`config.mk`:
```
export PLATFORM = sky130hd
export DESIGN_NAME = ula_entrada_ctrl
export DESIGN_NICKNAME = d
export VERILOG_FILES = /design/src/rtl/ula_entrada_ctrl.sv
export SDC_FILE = /design/constraint.sdc
export NUM_CORES = 1
export LEC_CHECK = 0
export CAP_MARGIN = 20
export CORE_MARGIN = 5
export CORE_UTILIZATION = 55
export CTS_BUF_LIST = sky130_fd_sc_hd__clkbuf_8 sky130_fd_sc_hd__clkbuf_16
export CTS_CLUSTER_SIZE = 30
export DETAILED_ROUTE_END_ITERATION = 12
export GPL_TIMING_DRIVEN = 0
export PLACE_DENSITY = 0.8
export SETUP_SLACK_MARGIN = 0.15
export SLEW_MARGIN = 20
export SYNTH_ARGS = -nofsm -noshare
export SYNTH_HDL_FRONTEND = slang
export SYNTH_SLANG_ARGS = --single-unit
```
`constraint.sdc`:
```
create_clock -name clk -period 2.3 [get_ports clk]
set_input_delay 0.46 -clock clk [delete_from_list [all_inputs] [get_ports clk]]
set_output_delay 0.46 -clock clk [all_outputs]
set_load 0.1 [all_outputs]
```
`src/rtl/ula_entrada_ctrl.sv`:
```
// ula_entrada_ctrl: push-button conditioning and operand/selector registers
// feeding the ULA datapath. KEY[0] steps the operation selector (0..6) and
// KEY[1] captures A, B and carry-in from the switches. Keys are active-low,
// synchronized, then debounced by a three-state FSM per key.
// Optional feature: define ULA_AUTO_REPEAT_EN to auto-step the selector
// every REPEAT_CYCLES while KEY[0] stays held.
module ula_entrada_ctrl #(
  parameter int DEBOUNCE_CYCLES = 500000,
  parameter int CNT_W           = 19,
  parameter int REPEAT_CYCLES   = 25000000
) (
  input  logic       clk,
  input  logic       rst,
  input  logic [9:0] SW,
  input  logic [1:0] KEY,
  output logic [3:0] a_out,
  output logic [3:0] b_out,
  output logic       cin_out,
  output logic [2:0] seletor_out,
  output logic       op_pulse,
  output logic       load_pulse
);

  typedef enum logic [1:0] {
    ST_STABLE,
    ST_COUNT,
    ST_COMMIT
  } deb_state_e;

  logic [1:0] sync1_q, sync2_q;
  logic [1:0] ks;     // synchronized keys, 1 = pressed
  logic [1:0] deb;    // debounced level per key
  logic [1:0] press;  // one-cycle press strobe per key
  logic       repeat_step;
  logic       step;

  // Two-flop synchronizer; idle level is 1 (released, active-low keys).
  // NOTE: flops use non-blocking assignments and reset synchronously inside the clocked block; this design has no memories, so every register is reset.
  always_ff @(posedge clk) begin
    if (rst) begin
      sync1_q <= 2'b11;
      sync2_q <= 2'b11;
    end else begin
      sync1_q <= KEY;
      sync2_q <= sync1_q;
    end
  end

  assign ks = ~sync2_q;

  for (genvar i = 0; i < 2; i++) begin : g_deb
    deb_state_e       state_q, state_d;
    logic [CNT_W-1:0] cnt_q, cnt_d;
    logic             deb_q, deb_d;
    logic             press_c;

    // Debouncer state, counter and accepted level.
    always_ff @(posedge clk) begin
      if (rst) begin
        state_q <= ST_STABLE;
        cnt_q   <= '0;
        deb_q   <= 1'b0;
      end else begin
        state_q <= state_d;
        cnt_q   <= cnt_d;
        deb_q   <= deb_d;
      end
    end

    // Next-state: a level change is accepted only after an unbroken run of
    // mismatching samples; any match in between rejects it as a glitch.
    // NOTE: every signal written here gets a default first so no latch is inferred.
    always_comb begin
      state_d = state_q;
      cnt_d   = cnt_q;
      deb_d   = deb_q;
      press_c = 1'b0;
      unique case (state_q)
        ST_STABLE: begin
          if (ks[i] != deb_q) begin
            cnt_d   = '0;
            state_d = ST_COUNT;
          end
        end
        ST_COUNT: begin
          if (ks[i] == deb_q) begin
            state_d = ST_STABLE;
          end else if (cnt_q == CNT_W'(DEBOUNCE_CYCLES - 1)) begin
            deb_d   = ~deb_q;
            state_d = ST_COMMIT;
          end else begin
            cnt_d = cnt_q + 1'b1;
          end
        end
        ST_COMMIT: begin
          press_c = deb_q;  // releases commit silently
          state_d = ST_STABLE;
        end
        default: state_d = ST_STABLE;
      endcase
    end

    assign press[i] = press_c;
    assign deb[i]   = deb_q;
  end

`ifdef ULA_AUTO_REPEAT_EN
  localparam int REP_W = $clog2(REPEAT_CYCLES + 1);

  logic [REP_W-1:0] rep_q, rep_d;

  // Hold timer for KEY[0]; restarts on the commit cycle and on release.
  always_comb begin
    rep_d       = rep_q;
    repeat_step = 1'b0;
    if (!deb[0] || press[0]) begin
      rep_d = '0;
    end else if (rep_q == REP_W'(REPEAT_CYCLES - 1)) begin
      rep_d       = '0;
      repeat_step = 1'b1;
    end else begin
      rep_d = rep_q + 1'b1;
    end
  end

  // Hold timer register.
  always_ff @(posedge clk) begin
    if (rst) rep_q <= '0;
    else     rep_q <= rep_d;
  end
`else
  logic unused_repeat_cfg;
  assign unused_repeat_cfg = (REPEAT_CYCLES > 0);
  assign repeat_step       = 1'b0;
`endif

  assign step = press[0] | repeat_step;

  logic [2:0] sel_q, sel_d;
  logic [3:0] a_q, b_q;
  logic       cin_q, op_q, load_q;

  // Selector advances 0..6 and wraps straight back to 0.
  always_comb begin
    sel_d = sel_q;
    if (step) sel_d = (sel_q == 3'd6) ? 3'd0 : sel_q + 3'd1;
  end

  // Output registers; switches are sampled only on a KEY[1] press.
  always_ff @(posedge clk) begin
    if (rst) begin
      sel_q  <= 3'd0;
      a_q    <= 4'd0;
      b_q    <= 4'd0;
      cin_q  <= 1'b0;
      op_q   <= 1'b0;
      load_q <= 1'b0;
    end else begin
      sel_q  <= sel_d;
      op_q   <= step;
      load_q <= press[1];
      if (press[1]) begin
        a_q   <= SW[3:0];
        b_q   <= SW[7:4];
        cin_q <= SW[8];
      end
    end
  end

  logic unused_sw9;
  assign unused_sw9 = SW[9];

  assign a_out       = a_q;
  assign b_out       = b_q;
  assign cin_out     = cin_q;
  assign seletor_out = sel_q;
  assign op_pulse    = op_q;
  assign load_pulse  = load_q;

endmodule
```
==> results of run 1 <==
-- power breakdown --
group	total, mW	internal (mW)	leakage, nW	switching (mW)
logic	0.0891	0.0349	0.724	0.0542
registers	1.08	1.08	0.502	0.00458
clock network	1.12	0.693	0.124	0.424
total	2.29	1.81	1.35	0.483
-- repair_timing --
| item | CTS | global route |
|---|---|---|
| endpoints found under the setup margin | 34 | 27 |
| pin swaps | 5 | 7 |
| gates resized for setup | 28 | 18 |
| setup buffers | 2 | 9 |
| cloned | 1 | 0 |
-- cell usage after synthesis, types with 3 or more instances --
library cell / count / area [µm²]
a21oi_1: 30 / 150
nor4_1: 8 / 50.1
dfxtp_1: 62 / 1240
o211ai_1: 3 / 22.5
a311oi_1: 8 / 70.1
nor2b_1: 3 / 18.8
or2_2: 7 / 43.8
xnor2_1: 3 / 26.3
and2_1: 3 / 18.8
o21ai_0: 21 / 105
nand2_1: 24 / 90.1
inv_1: 10 / 37.5
nand4_1: 15 / 93.8
and3_1: 4 / 25.0
nand2b_1: 3 / 18.8
mux2i_1: 10 / 100
a211oi_1: 4 / 30.0
clkbuf_1: 13 / 48.8
nor2_1: 46 / 173
or3_1: 3 / 18.8
a31oi_1: 4 / 25.0
a41oi_1: 3 / 26.3
xor2_1: 10 / 87.6
nor3_1: 4 / 20.0
nand3_1: 20 / 100
-- flip-flops by register name, summed over array words and instances (netlist names) --
register / cells
g_deb.cnt_q: 38
a_out: 4
b_out: 4
g_deb.state_q: 4
seletor_out: 3
g_deb.deb_q: 2
sync1_q: 2
sync2_q: 2
cin_out: 1
load_pulse: 1
op_pulse: 1
-- kinds of logic (layout without fill, tap and decap cells) --
logic type,Yosys count,after routing
multiplexers,10,10
buffers and inverters,26,79
AO/OA/AOI/OAI,84,85
XOR/XNOR,13,13
AND/OR/NAND/NOR,151,151
flip-flops,62,62
adder cells (fa/ha/maj),2,2
-- per-stage QoR --
stage	hold slack (ns)	total power [mW]	area, µm²	util (%)
final	0.408	2.29	3660	71.6
after global routing	0.424	2.36	3660	71.6
after CTS	0.408	2.29	3520	69.0
after detailed placement	0.393	1.19	3230	63.2
after global placement	0.391	1.19	3230	63.2
after floorplan	0.389	1.15	2880	-
-- per-layer routing --
metal  up-vias  GRT usage (%)  wire length, µm
met5         -              0                0
met4         0           12.3              142
met3        16           6.51              857
met2       175           33.8             3480
met1      1347           31.2             3330
li1       1372              -                -
-- path summary, 6_finish.rpt --
kind                                         start                  to  slack, ns
worst max-delay path            g_deb[1].cnt_q[10]  g_deb[1].cnt_q[10]       0.11
worst min-delay path                    sync1_q[1]          sync2_q[1]       0.41
worst max register to register  g_deb[1].cnt_q[10]  g_deb[1].cnt_q[10]       0.11
worst min register to register          sync1_q[1]          sync2_q[1]       0.41
-- worst max-delay path, stage by stage, from the launching register on --
cell,delay [ns]
dfxtp_4,0.35
or4_4,0.54
or4_4,0.57
nor2_4,0.19
a21oi_4,0.11
a311oi_1,0.31
-- area by class of cell --
cell class	count	area, µm²
timing repair buffer	37	329
sequential	62	1250
multi-input combinational	261	1640
buffer	16	83.8
inverter	10	37.5
clock buffer	12	165
fill	401	1450
clock inverter	4	68.8
tap	70	87.6
==> impl_results.md, run 1 <==
* Worst hold path type: reg2reg
* Leakage power at 1.35 nW
* WS Path Type: reg2reg
* FF-to-FF path depth at 5
* CTS clk-pin slew, worst paths at 0.07 ns
* Clock Skew at 0.00439 ns
* Setup ws final at 0.113 ns
* DR WL/cell at 16.6 µm
* Remaining global-route overflow at 0
* XOR/XNOR Fraction of Synth Area at 3.95%
* Die H at 82.4 µm
* Post-Syn Nets at 364
* Htree depth at 3
* Main combinational cell family by area after synthesis: simple AND/OR/NAND/NOR gates
* Largest net degree at the start of global routing at 11
* Detailed Place HPWL at 4800 µm
* ANT cells at 0
* Fmax at ~0.46 GHz
* Fraction of layout cells with a size suffix above 1 at 15.2%
* Area growth from synthesis to layout at 27.0%
* Total die area at 6780 µm²
* CTS tree: built
* Gate Count Post-Synth at 348
* Minimum period implied by the final worst setup slack at around 2.2 ns
* Post-Synth Adder-Cell Area at less than 1%
* Outcome: complete, no violations
* Final Slew Violations at 0
* GRT Total Usage at 23.3%
* Post-synth top flop: dfxtp_1
* Final cell count without fillers at ~470
* FFs w/ async S/R, synth at 0%
* Most frequent cells in the layout: 59 x dfxtp_1, 45 x nor2_1, 29 x a21oi_1
* Crit start category: flip-flop
* Via count at 2,910
* Via density per instance at 6.17
* Final Setup Violations at 0
* GPL Wtd Cong at 0.874
* Inst Count DP at between 400 and 500
* Antenna violations before repair at 0
* Site row count at 26
* TritonCTS Buffers at 9
* Mux contribution to synthesized area at under 10%
* Root buffer cell: clkbuf_8
* Buffers on Ports at 26
* Crit end category: flip-flop
* Simple-gate share of the synthesized area at 26.8%
* Slew @ Worst Pin at 0.986 ns
* Clock Latency Late Sink at 0.34 ns
* Yosys reg bits at 62
* I/O pin cnt at 28
* Starting Density at 56.4%
* Fin nets at 413
* RSZ-0062 raised after global routing: yes
* DRC at 0
* Core Footprint at 5110 µm²
* Netlist cell types at between 40 and 50
* Min-Delay Path Depth at 1
* Clk buf depth at 2
* Mapped Area at 2880 µm²
* Setup_tns at 0 ns
* DIE WIDTH at 82.4 µm
* Sequential area share after synthesis at 43.1%
* Sink Count at 62
* CP max FO at 4
* Hold buffers post-CTS at 0
* TritonRoute pass-1 iters at 5
* Overall routed net length at roughly 7800 µm
* Vias in the first global route at 2,585
* Final ANT Viol Nets at 0
* Synth Area in Compound Gates at 18.2%
* YS warnings at 0
* Post-synth EDFFs at 0
* Final-report hold violation count at 0
* P per Cell Area at ~630 nW/µm²
* Max_cap viols at 0
* First-pass GRT wire length at 12,000 µm
* Syn_area_per_cell at 8.28 µm²
* CP required at 2.53 ns
* Crit share post-route at 95.1%
* Initial DRC count at ~290
* Commonest non-fill, non-tap cell in the layout: dfxtp_1
* Relative slew slack at 34.5%
* Pre-CTS setup slack at -0.105 ns
* Worst IR Drop VDD at about 620 µV
* CP arrival at 2.42 ns
Note: power is estimated with default switching activity, not from simulation.
==> inputs of run 2 (changes only) <==
--- a/config.mk
+++ b/config.mk
@@ -5,15 +5,17 @@
 export SDC_FILE = /design/constraint.sdc
 export NUM_CORES = 1
 export LEC_CHECK = 0
-export CAP_MARGIN = 20
+export CAP_MARGIN = 15
 export CORE_MARGIN = 5
 export CORE_UTILIZATION = 55
 export CTS_BUF_LIST = sky130_fd_sc_hd__clkbuf_8 sky130_fd_sc_hd__clkbuf_16
 export CTS_CLUSTER_SIZE = 30
 export DETAILED_ROUTE_END_ITERATION = 12
+export GPL_ROUTABILITY_DRIVEN = 1
 export GPL_TIMING_DRIVEN = 0
 export PLACE_DENSITY = 0.8
 export SETUP_SLACK_MARGIN = 0.15
+export SKIP_CTS_REPAIR_TIMING = 1
 export SLEW_MARGIN = 20
 export SYNTH_ARGS = -nofsm -noshare
 export SYNTH_HDL_FRONTEND = slang
==> impl_results.md, run 2 (synthesized netlist as in run 1, its figures left out) <==
* Outcome: complete, no violations
* GRT Total Usage at 22.3%
* GPL Wtd Cong at 0.874
* Root buffer cell: clkbuf_8
* Overall routed net length at 7820 µm
* Buffers on Ports at 26
* Largest net degree at the start of global routing at 11
* DIE WIDTH at 82.4 µm
* Area growth from synthesis to layout at 28.4%
* P per Cell Area at 622 nW/µm²
* CP required at about 2.6 ns
* Antenna violations before repair at 0
* CTS tree: built
* First-pass GRT wire length at 11,500 µm
* Crit end category: flip-flop
* Via count at 2,933
* Reg power frac at 47.0%
* Core Footprint at 5110 µm²
* Starting Density at a little under three fifths
* Max reg flops at 38
* Power Internal at between 1.5 and 2 mW
* Leakage power at 1.54 nW
* Crit share post-route at 95.2%
* Clk buf depth at 2
* Crit start category: flip-flop
* Worst IR Drop VDD at 644 µV
* Clk network pwr share at approximately half
* Top reg by flops: g_deb.cnt_q
* CTS clk-pin slew, worst paths at 0.07 ns
* Total die area at between 6000 and 7000 µm²
* Remaining global-route overflow at 0
* I/O pin cnt at 28
* Vias in the first global route at 2,509
* Placed Instance Area at around 3200 µm²
* Clock Latency Late Sink at 0.35 ns
* Final cell count without fillers at 472
* Final Util at 72.4%
* Detailed Place HPWL at approximately 4800 µm
* Final Setup Violations at 0
* FF-to-FF path depth at 6
* Final Slew Violations at 0
* Worst Hold Slack at 0.405 ns
* DRC at 0
* Post-route cell area at ~3700 µm²
* DR WL/cell at 16.6 µm
* Slew @ Worst Pin at a little under 1 ns
* Htree depth at 3
* TritonRoute pass-1 iters at 8
* Net Sw Power at 492 µW
* WS Path Type: reg2reg
* Die H at 82.4 µm
* Most frequent cells in the layout: 60 x dfxtp_1, 45 x nor2_1, 29 x a21oi_1
* Net Sw Frac at 21.4%
* Initial DRC count at 343
* Combinational power share at just under 4%
* Commonest non-fill, non-tap cell in the layout: dfxtp_1
* Site row count at 26
* Inst Count DP at 444
* Min-Delay Path Depth at 1
* TritonCTS Buffers at 9
* Final-report hold violation count at 0
* CP arrival at 2.45 ns
* Relative slew slack at 33.9%
* Total power at 2.30 mW
* Sink Count at between 60 and 70
* Minimum period implied by the final worst setup slack at 2.19 ns
* Final ANT Viol Nets at 0
* Fmax at about 0.46 GHz
* Fraction of layout cells with a size suffix above 1 at 15.2%
* RSZ-0062 raised after global routing: yes
* Clock Skew at about 0.0062 ns
* ANT cells at 0
* Max_cap viols at 0
* Fin nets at 413
* Worst hold path type: reg2reg
* CP max FO at 3
* Via density per instance at 6.21
-- run 2: worst paths after layout --
path,from,end,slack [ns]
hold / removal,sync1_q[1],sync2_q[1],0.41
setup reg to reg,g_deb[1].cnt_q[11],g_deb[1].deb_q,0.11
setup / recovery,g_deb[1].cnt_q[11],g_deb[1].deb_q,0.11
hold reg to reg,sync1_q[1],sync2_q[1],0.41
-- run 2: power by group through the flow --
stage / clock (mW) / combinational (mW) / sequential (mW)
after floorplan: 0 / 0.0438 / 1.11
after global routing: 1.18 / 0.0963 / 1.08
after global placement: 0 / 0.0809 / 1.11
after detailed placement: 0 / 0.0813 / 1.11
after CTS: 1.12 / 0.0821 / 1.08
final: 1.13 / 0.0896 / 1.08
-- run 2: layout make-up --
type | instances | area, µm²
Multi-Input combinational cell | 261 | 1630
Fill cell | 387 | 1410
Sequential cell | 62 | 1250
Timing Repair Buffer | 37 | 378
Clock buffer | 12 | 165
Tap cell | 70 | 87.6
Buffer | 16 | 83.8
Clock inverter | 4 | 68.8
Inverter | 10 | 37.5
-- run 2: through the flow --
| stage | setup slack, ns | setup TNS [ns] |
|---|---|---|
| after floorplan | 0.254 | 0 |
| after global placement | -0.111 | -0.112 |
| after detailed placement | -0.105 | -0.120 |
| after CTS | -0.133 | -0.548 |
| after global routing | 0.0571 | 0 |
| final | 0.110 | 0 |
-- run 2: worst max-delay path, cell delays in order, from the launching register on --
cell and delay (ns):
dfxtp_4 0.35, or4_4 0.53, or4_4 0.58, nor2_4 0.18, buf_4 0.14, a21oi_1 0.07, a311oi_1 0.26
-- run 2: per-layer routing --
layer	routed length (µm)	GRT usage [%]	part of all wire, %
met3	789	7.27	10
met1	3350	30.0	43
met5	0	0	0
met4	225	12.1	2.9
met2	3450	31.5	44
